===== src/rtl/uart_receiver.sv =====
// 8N1 UART receiver, LSB first; valid pulse ~9.5 bit times after the start edge (+2 sync, +1 reg).
// No backpressure: rx_data must be taken on the rx_valid pulse, the next good byte overwrites it.
module uart_receiver #(
  parameter int CLKS_PER_BIT = 10417
) (
  input  logic       CLK100MHZ,
  input  logic       reset,
  input  logic       rx,
  output logic [7:0] rx_data,
  output logic       rx_valid,
  output logic       frame_err,
  output logic       rx_busy
);

  typedef enum logic [2:0] {IDLE, START, DATA, STOP, BREAK} state_t;

  localparam logic [15:0] HALF = 16'((CLKS_PER_BIT - 1) / 2);
  localparam logic [15:0] LAST = 16'(CLKS_PER_BIT - 1);

  state_t      state, state_nxt;
  logic [15:0] counter, counter_nxt;
  logic [2:0]  bit_index, bit_index_nxt;
  logic [7:0]  shift, shift_nxt;
  logic [7:0]  rx_data_nxt;
  logic        rx_valid_nxt, frame_err_nxt;
  logic        rx_meta, rx_s;

  always_ff @(posedge CLK100MHZ) begin
    if (reset) begin
      rx_meta   <= 1'b1;
      rx_s      <= 1'b1;
      state     <= IDLE;
      counter   <= '0;
      bit_index <= '0;
      shift     <= '0;
      rx_data   <= '0;
      rx_valid  <= 1'b0;
      frame_err <= 1'b0;
      rx_busy   <= 1'b0;
    end else begin
      rx_meta   <= rx;
      rx_s      <= rx_meta;
      state     <= state_nxt;
      counter   <= counter_nxt;
      bit_index <= bit_index_nxt;
      shift     <= shift_nxt;
      rx_data   <= rx_data_nxt;
      rx_valid  <= rx_valid_nxt;
      frame_err <= frame_err_nxt;
      // Derived from the next state so busy lines up with the state register.
      rx_busy   <= (state_nxt != IDLE);
    end
  end

  always_comb begin
    state_nxt     = state;
    counter_nxt   = counter;
    bit_index_nxt = bit_index;
    shift_nxt     = shift;
    rx_data_nxt   = rx_data;
    rx_valid_nxt  = 1'b0;
    frame_err_nxt = 1'b0;
    case (state)
      IDLE: begin
        if (!rx_s) begin
          state_nxt   = START;
          counter_nxt = '0;
        end
      end
      START: begin
        // Re-check the line at mid start bit; a short low pulse is treated as a glitch.
        if (counter == HALF) begin
          if (!rx_s) begin
            state_nxt     = DATA;
            counter_nxt   = '0;
            bit_index_nxt = '0;
          end else begin
            state_nxt = IDLE;
          end
        end else begin
          counter_nxt = counter + 16'd1;
        end
      end
      DATA: begin
        if (counter == LAST) begin
          shift_nxt[bit_index] = rx_s;
          counter_nxt          = '0;
          if (bit_index == 3'd7) state_nxt = STOP;
          else                   bit_index_nxt = bit_index + 3'd1;
        end else begin
          counter_nxt = counter + 16'd1;
        end
      end
      STOP: begin
        if (counter == LAST) begin
          counter_nxt = '0;
          if (rx_s) begin
            rx_data_nxt  = shift;
            rx_valid_nxt = 1'b1;
            state_nxt    = IDLE;
          end else begin
            frame_err_nxt = 1'b1;
            state_nxt     = BREAK;
          end
        end else begin
          counter_nxt = counter + 16'd1;
        end
      end
      BREAK: begin
        // Wait out a held-low line so it is not decoded as a stream of 0x00 frames.
        if (rx_s) state_nxt = IDLE;
      end
      default: state_nxt = IDLE;
    endcase
  end

endmodule

===== config.mk =====
export PLATFORM = sky130hd
export DESIGN_NAME = uart_receiver
export DESIGN_NICKNAME = d
export VERILOG_FILES = /design/src/rtl/uart_receiver.sv
export SDC_FILE = /design/constraint.sdc
export NUM_CORES = 1
export LEC_CHECK = 0
export CELL_PAD_IN_SITES_DETAIL_PLACEMENT = 0
export CELL_PAD_IN_SITES_GLOBAL_PLACEMENT = 1
export CORE_MARGIN = 2
export CORE_UTILIZATION = 30
export DETAILED_ROUTE_END_ITERATION = 16
export DONT_BUFFER_PORTS = 1
export GPL_TIMING_DRIVEN = 0
export PLACE_DENSITY_LB_ADDON = 0.1
export SKIP_CTS_REPAIR_TIMING = 1
export SLEW_MARGIN = 30
export SYNTH_ARGS = -nofsm -noshare
export SYNTH_HDL_FRONTEND = slang
export SYNTH_SLANG_ARGS = --single-unit

===== constraint.sdc =====
create_clock -name CLK100MHZ -period 2 [get_ports CLK100MHZ]
set_clock_uncertainty 0.2 [all_clocks]
set_input_delay 0.3 -clock CLK100MHZ [delete_from_list [all_inputs] [get_ports CLK100MHZ]]
set_output_delay 0.3 -clock CLK100MHZ [all_outputs]
set_load 0.02 [all_outputs]

==> qor.txt, run 1 <==
fmax -> 450.5 MHz
initial antenna violation count -> 0
total grt overflow -> 0
final net count -> 257
first-pass GRT wire length -> 8176 um
top_reg_cell synth -> dfxtp_1
Synth Register Bits -> 43
Final ANT Viol Nets -> 0
CP required -> 2.03 ns
Reg-to-Reg Start -> state[1]$_SDFF_PP0_
Post-DP HPWL -> 3522 um
Worst Setup Path Type -> reg -> reg
type of origin of the critical path -> flop
GR Util met3 -> 0.03864
Unique masters post-synth -> 54
Switch Pwr -> 0.0004893 W
Sequential Power Share -> 0.525
count of input and output buffers -> 0
CTS HTree Levels -> 2
vias in the first global route -> 1526
Final min period -> 2.220 ns
clock power share -> 0.321
Pins Over Slew Limit -> 0
Setup WS post-layout -> -0.2199 ns
worst reg2reg setup slack -> -0.22 ns
Ports -> 14
worst reg2reg endpoint -> counter[2]$_SDFFE_PP0P_
met1 GRT Util -> 0.2075
hold wc startpoint -> reset
# rows -> 30
GP Congestion -> 0.7020
worst r2r path cells -> 6
pwr/cell area -> 665.6 nW/um^2
Die Ht -> 88.01 um
Clock transition at path regs -> 0.09 ns
switching part of the total -> 0.2810
area of the die -> 7745 um^2
Syn Area/Cell -> 9.367 um^2
VDD IR-drop max -> 0.1946 mV
Inserted Clock Buffers -> 5
Critical Path AT -> 2.25 ns
Max-cap violations -> 0
outcome -> finished with violations
Yosys top cell by area -> dfxtp_1
synth top area cells -> dfxtp_1 41%, mux2i_1 3.8%, o21ai_0 3.5%
Vias -> 1786
CP endpoint kind -> flop
GRT busiest layer -> met1
Post-synth EDFFs -> 0
CTS tree -> done
vias per inst -> 5.147
Setup violations, final -> 23
Pre-Repair DR Iteration Count -> 4
Comb pwr share -> 0.154
total wire length -> 5282 um
Commonest cells post-synth -> 43 x dfxtp_1, 15 x nand2_1, 15 x o21ai_0
hold path depth -> 2
FFs w/ async S/R, synth -> 0
Placed Instance Area -> 2273 um^2
Yosys Warn Count -> 0
Cells after Synth -> 226
Syn-to-layout area delta -> 23.58%
core area -> 6794 um^2
failing checks -> negative setup slack
slew of the pin with the lowest slew margin -> 0.6629 ns
Root Buffer -> clkbuf_8
hold_ws -> 0.09205 ns
Clk Latency, worst-skew pair -> 0.30 ns
RSZ-0062 raised after global routing -> true
hold endpoint -> frame_err$_SDFF_PP0_
Crit Path Max Fanout -> 6
Wirelength per Cell -> 15.22 um
Initial Util -> 0.3116
# DRC -> 0
internal power -> 0.001252 W
Layout fillers -> 693
die width -> 88.01 um
Worst Setup Slack post-DPL -> -0.3929 ns
worst min path class -> in -> reg
Syn Std Cell Area -> 2117 um^2
Total GRT Usage -> 0.1373
largest net degree at the start of global routing -> 14
Diodes inserted -> 0
Final Hold Viols -> 0
Tcrit/Tclk final -> 1.110
Leak -> 0.9611 nW
post-route cell area -> 2616 um^2
Mapped Nets -> 233
Total Power -> 0.001741 W
Sink Count -> 43
dominant cell by count in the synthesized netlist -> dfxtp_1
global routing usage on met2 -> 0.1846
post-synth top area share -> 0.4066
sequential-to-total area share from yosys stat -> 0.4066
Rel. slew slack -> 0.5546
CTS Buffer Depth -> 2
Initial DRC Count -> 70
share of cells above drive strength 1 -> 0.2550
## logic make-up (layout without fill, tap and decap cells)
kind of cell | Yosys count | after routing | synth area share
and+or+nand+nor | 96 | 96 | 0.3008
muxes | 8 | 8 | 0.03783
DFF | 43 | 43 | 0.4066
xor gates and xnor gates | 2 | 2 | 0.008276
AOI/OAI and AO/OA | 57 | 57 | 0.1862
buffers and inverters | 16 | 41 | 0.03664
adders and majority gates | 4 | 4 | 0.02364
## power groups by stage
stage               combinational [W]  sequential [W]  clock, W
floorplan                    0.000147        0.000925         0
global placement             0.000192        0.000935         0
detailed placement           0.000192        0.000935         0
CTS                          0.000195        0.000914  0.000587
global route                 0.000293        0.000919  0.000617
finish                       0.000268        0.000915  0.000559
## metal layers
layer | vias to the layer above | wire length [um] | share of wire
li1 | 916 | - | -
met1 | 835 | 2835 | 0.54
met2 | 28 | 2220 | 0.42
met3 | 7 | 169 | 0.032
met4 | 0 | 56 | 0.011
met5 | - | 0 | 0
## flip-flops by register name (all words and copies together), names as in the netlist
register	cells
rx_valid	1
shift	8
counter	16
rx_meta	1
rx_data	8
rx_s	1
rx_busy	1
bit_index	3
state	3
frame_err	1
## layout by cell type, fill, tap and decap left out, types with 6 or more instances in the layout
master / Yosys / final
mux2i_1: 8 / 8
nor2_1: 13 / 13
nand3b_1: 7 / 7
buf_6: 2 / 7
nand3_1: 14 / 14
o21ai_1: 1 / 10
dfxtp_1: 43 / 40
a21oi_2: 0 / 6
nand2b_1: 10 / 10
nand2_1: 15 / 13
buf_4: 0 / 9
a31oi_1: 9 / 9
## critical path, cell delays in order (launching register included)
cell and delay (ns):
dfxtp_1 0.43, inv_1 0.11, nor3_1 0.56, a32o_2 0.33
buf_4 0.15, or2b_1 0.22, a31oi_1 0.16
## worst max path at each step
stage	startpoint	to	slack (ns)	cells past startpoint
floorplan	counter[1]$_SDFFE_PP0P_	counter[14]$_SDFFE_PP0P_	-0.07	8
global placement	counter[1]$_SDFFE_PP0P_	rx_data[4]$_SDFFE_PP0P_	-0.38	8
detailed placement	counter[1]$_SDFFE_PP0P_	rx_data[4]$_SDFFE_PP0P_	-0.39	8
CTS	counter[0]$_SDFFE_PP0P_	rx_data[4]$_SDFFE_PP0P_	-0.40	8
global route	state[2]$_SDFF_PP0_	counter[2]$_SDFFE_PP0P_	-0.29	6
finish	state[1]$_SDFF_PP0_	counter[2]$_SDFFE_PP0P_	-0.22	6
## cell type report
| class | count | area [um^2] | area share |
|---|---|---|---|
| plain buffers | 10 | 66.31 | 0.02535 |
| clock buffers | 6 | 72.57 | 0.02774 |
| clock inverters | 2 | 12.51 | 0.004782 |
| inverters | 5 | 23.77 | 0.009087 |
| multi-input cells | 167 | 1267 | 0.4845 |
| flip-flops and latches | 43 | 869.6 | 0.3324 |
| well taps | 96 | 120.1 | 0.04591 |
| repair buffers | 18 | 183.9 | 0.07030 |
## stage by stage
| stage | util | TNS, ns | cells |
|---|---|---|---|
| final | 0.3851 | -2.998 | 347 |
| after global routing | 0.3851 | -6.588 | 347 |
| after CTS | 0.3471 | -10.18 | 330 |
| after detailed placement | 0.3346 | -9.832 | 322 |
| after global placement | 0.3346 | -9.621 | 322 |
| after floorplan | - | -0.2347 | 226 |
Power figures use the tool's default switching activity.
==> run 2, diff against run 1 <==
- GPL_TIMING_DRIVEN: 0 -> default
==> qor.txt, run 2 (synthesis results as in run 1) <==
Max stage delay on crit path -> 0.38 ns (was 0.56 ns)
clock power share -> 0.398 (was 0.321)
Syn-to-layout area delta -> 31.97% (was 23.58%)
Worst Setup Slack post-DPL -> -0.1742 ns (was -0.3929 ns)
Root Buffer -> clkbuf_8 (unchanged)
total wire length -> 5281 um (was 5282 um)
fmax -> 475.9 MHz (was 450.5 MHz)
VDD IR-drop max -> 0.2765 mV (was 0.1946 mV)
total grt overflow -> 0 (unchanged)
worst reg2reg endpoint -> counter[9]$_SDFFE_PP0P_ (was counter[2]$_SDFFE_PP0P_)
largest net degree at the start of global routing -> 31 (was 14)
metal3 WL -> 213 um (was 169 um)
worst reg2reg setup slack -> -0.10 ns (was -0.22 ns)
Clk Latency, worst-skew pair -> 0.29 ns (was 0.30 ns)
Setup TNS -> -0.8572 ns (was -2.998 ns)
share of cells above drive strength 1 -> 0.3247 (was 0.2550)
Vias -> 1892 (was 1786)
area of the die -> 7745 um^2 (unchanged)
Setup WS post-layout -> -0.1014 ns (was -0.2199 ns)
failing checks -> negative hold slack, negative setup slack (was negative setup slack)
core area -> 6794 um^2 (unchanged)
met2 wire len -> 2517 um (was 2220 um)
CTS HTree Levels -> 2 (unchanged)
CTS Buffer Depth -> 2 (unchanged)
Tcrit/Tclk final -> 1.051 (was 1.110)
GP Congestion -> 0.8256 (was 0.7020)
internal power -> 0.001438 W (was 0.001252 W)
Wirelength per Cell -> 14.39 um (was 15.22 um)
number of flip-flops in the largest register -> 16 (unchanged)
Rel. slew slack -> 0.5764 (was 0.5546)
outcome -> finished with violations (unchanged)
Max-cap violations -> 0 (unchanged)
Post-DP HPWL -> 3803 um (was 3522 um)
Largest regs -> counter (16), rx_data (8), shift (8) (unchanged)
worst r2r path cells -> 8 (was 6)
Final Hold Viols -> 1 (was 0)
Switch Pwr -> 0.0004540 W (was 0.0004893 W)
Initial Util -> 0.3116 (unchanged)
most frequent cells in the layout -> 42 x buf_4, 41 x dfxtp_1, 15 x nand2_1, 14 x nand3_1, 13 x o21ai_0 (was 40 x dfxtp_1, 14 x nand3_1, 13 x nor2_1, 13 x nand2_1)
Reg-to-Reg Start -> counter[0]$_SDFFE_PP0P_ (was state[1]$_SDFF_PP0_)
WL met1 -> 2517 um (was 2835 um)
die width -> 88.01 um (unchanged)
pwr/cell area -> 677.0 nW/um^2 (was 665.6 nW/um^2)
slew of the pin with the lowest slew margin -> 0.6194 ns (was 0.6629 ns)
commonest non-fill, non-tap cell in the layout -> buf_4 (was dfxtp_1)
Buf+Inv Stages, Crit Path -> 2 (unchanged)
hold_ws -> -0.0006445 ns (was 0.09205 ns)
hold path depth -> 2 (unchanged)
first-pass GRT wire length -> 8542 um (was 8176 um)
CP required -> 1.98 ns (was 2.03 ns)
Clock transition at path regs -> 0.09 ns (about the same)
hold endpoint -> rx_data[1]$_SDFFE_PP0P_ (was frame_err$_SDFF_PP0_)
Final ANT Viol Nets -> 0 (unchanged)
Setup violations, final -> 16 (was 23)
Placed Instance Area -> 2562 um^2 (was 2273 um^2)
RSZ-0062 raised after global routing -> true (unchanged)
# rows -> 30 (unchanged)
vias in the first global route -> 1769 (was 1526)
Comb pwr share -> 0.127 (was 0.154)
Diodes inserted -> 0 (unchanged)
Total GRT Usage -> 0.1412 (was 0.1373)
worst min path class -> in -> reg (unchanged)
CTS tree -> done (unchanged)
final core utilization -> 0.4112 (was 0.3851)
initial antenna violation count -> 0 (unchanged)
Initial DRC Count -> 67 (was 70)
final net count -> 277 (was 257)
Ports -> 14 (unchanged)
DR top layer -> met4 (unchanged)
type of origin of the critical path -> flop (unchanged)
Sequential Power Share -> 0.475 (was 0.525)
Sink Count -> 43 (unchanged)
CP endpoint kind -> flop (unchanged)
hold wc startpoint -> reset (unchanged)
Top reg by flops -> counter (unchanged)
Crit Path Max Fanout -> 7 (was 6)
Worst Setup SP -> counter[0]$_SDFFE_PP0P_ (was state[1]$_SDFF_PP0_)
Die Ht -> 88.01 um (unchanged)
CP max stage cell -> a32o_2 (was nor3_1)
Leak -> 1.113 nW (was 0.9611 nW)
count of input and output buffers -> 0 (unchanged)
post-route cell area -> 2794 um^2 (was 2616 um^2)
Final min period -> 2.101 ns (was 2.220 ns)
Worst Setup Path Type -> reg -> reg (unchanged)
vias per inst -> 5.155 (was 5.147)
cell family with most CP delay -> compound AO/OA/AOI/OAI gates (was simple AND/OR/NAND/NOR gates)
# DRC -> 0 (unchanged)
Critical Path AT -> 2.08 ns (was 2.25 ns)
Pins Over Slew Limit -> 0 (unchanged)
switching part of the total -> 0.2400 (was 0.2810)
Inserted Clock Buffers -> 5 (unchanged)
Cell Chain, Critical Path -> inv_2 > ha_4 > nor4b_4 > buf_4 > nand4_4 > a32o_2 > and3_4 > a221o_1 (was inv_1 > nor3_1 > a32o_2 > buf_4 > or2b_1 > a31oi_1)
Pre-Repair DR Iteration Count -> 5 (was 4)
==> run 2: changes by cell type in the layout (fill, tap and decap cells not counted), sizes merged <==
cell         delta
dlygate4sd3     +1
bufinv          +1
clkinv          -1
clkbuf          -4
buf            +24
clkinvlp        -1
==> run 2: how the worst max path moves through the flow <==
| stage | to | slack (ns) | cells past startpoint |
|---|---|---|---|
| 5_1_grt | counter[2]$_SDFFE_PP0P_ | -0.16 | 9 |
| 6_report | counter[9]$_SDFFE_PP0P_ | -0.10 | 8 |
| 3_5_place_dp | counter[9]$_SDFFE_PP0P_ | -0.17 | 7 |
| 2_1_floorplan | counter[14]$_SDFFE_PP0P_ | -0.07 | 8 |
| 3_3_place_gp | counter[9]$_SDFFE_PP0P_ | -0.13 | 7 |
| 4_1_cts | counter[9]$_SDFFE_PP0P_ | -0.20 | 7 |
==> run 2: power groups by stage <==
stage	sequential [W]	clock [W]	combinational, W
after global routing	0.000902	0.000814	0.000262
final	0.000898	0.000754	0.000240
after CTS	0.000899	0.000782	0.000216
after global placement	0.000918	0	0.000215
after floorplan	0.000925	0	0.000147
after detailed placement	0.000919	0	0.000215
==> run 2: final cells by class <==
class / instances / area, um^2
flip-flops and latches: 43 / 865.8
clock buffers: 7 / 97.59
multi-input cells: 167 / 1264
inverters: 5 / 18.77
repair buffers: 48 / 397.9
clock inverters: 1 / 30.03
well taps: 96 / 120.1
fillers: 689 / 4000
==> run 2: worst register-to-register path, delay by kind of cell (launching register included) <==
kind,cells,cell delay [ns]
AND/OR/NAND/NOR,3,0.46
adder cells (fa/ha/maj),1,0.11
buffers and inverters,2,0.24
flip-flops,1,0.35
AO/OA/AOI/OAI,2,0.63
==> run 2: routing by layer <==
metal  global-route usage  vias to the layer above
met1               0.1936                      916
met4              0.04196                        0
met5                    0                        -
li1                     -                      934
met2               0.2183                       37
met3              0.03676                        5
==> run 2: stage by stage <==
step / std cells / power, W
detailed placement: 354 / 0.001135
floorplan: 226 / 0.001072
CTS: 362 / 0.001897
global placement: 354 / 0.001133
finish: 367 / 0.001892
global route: 367 / 0.001979
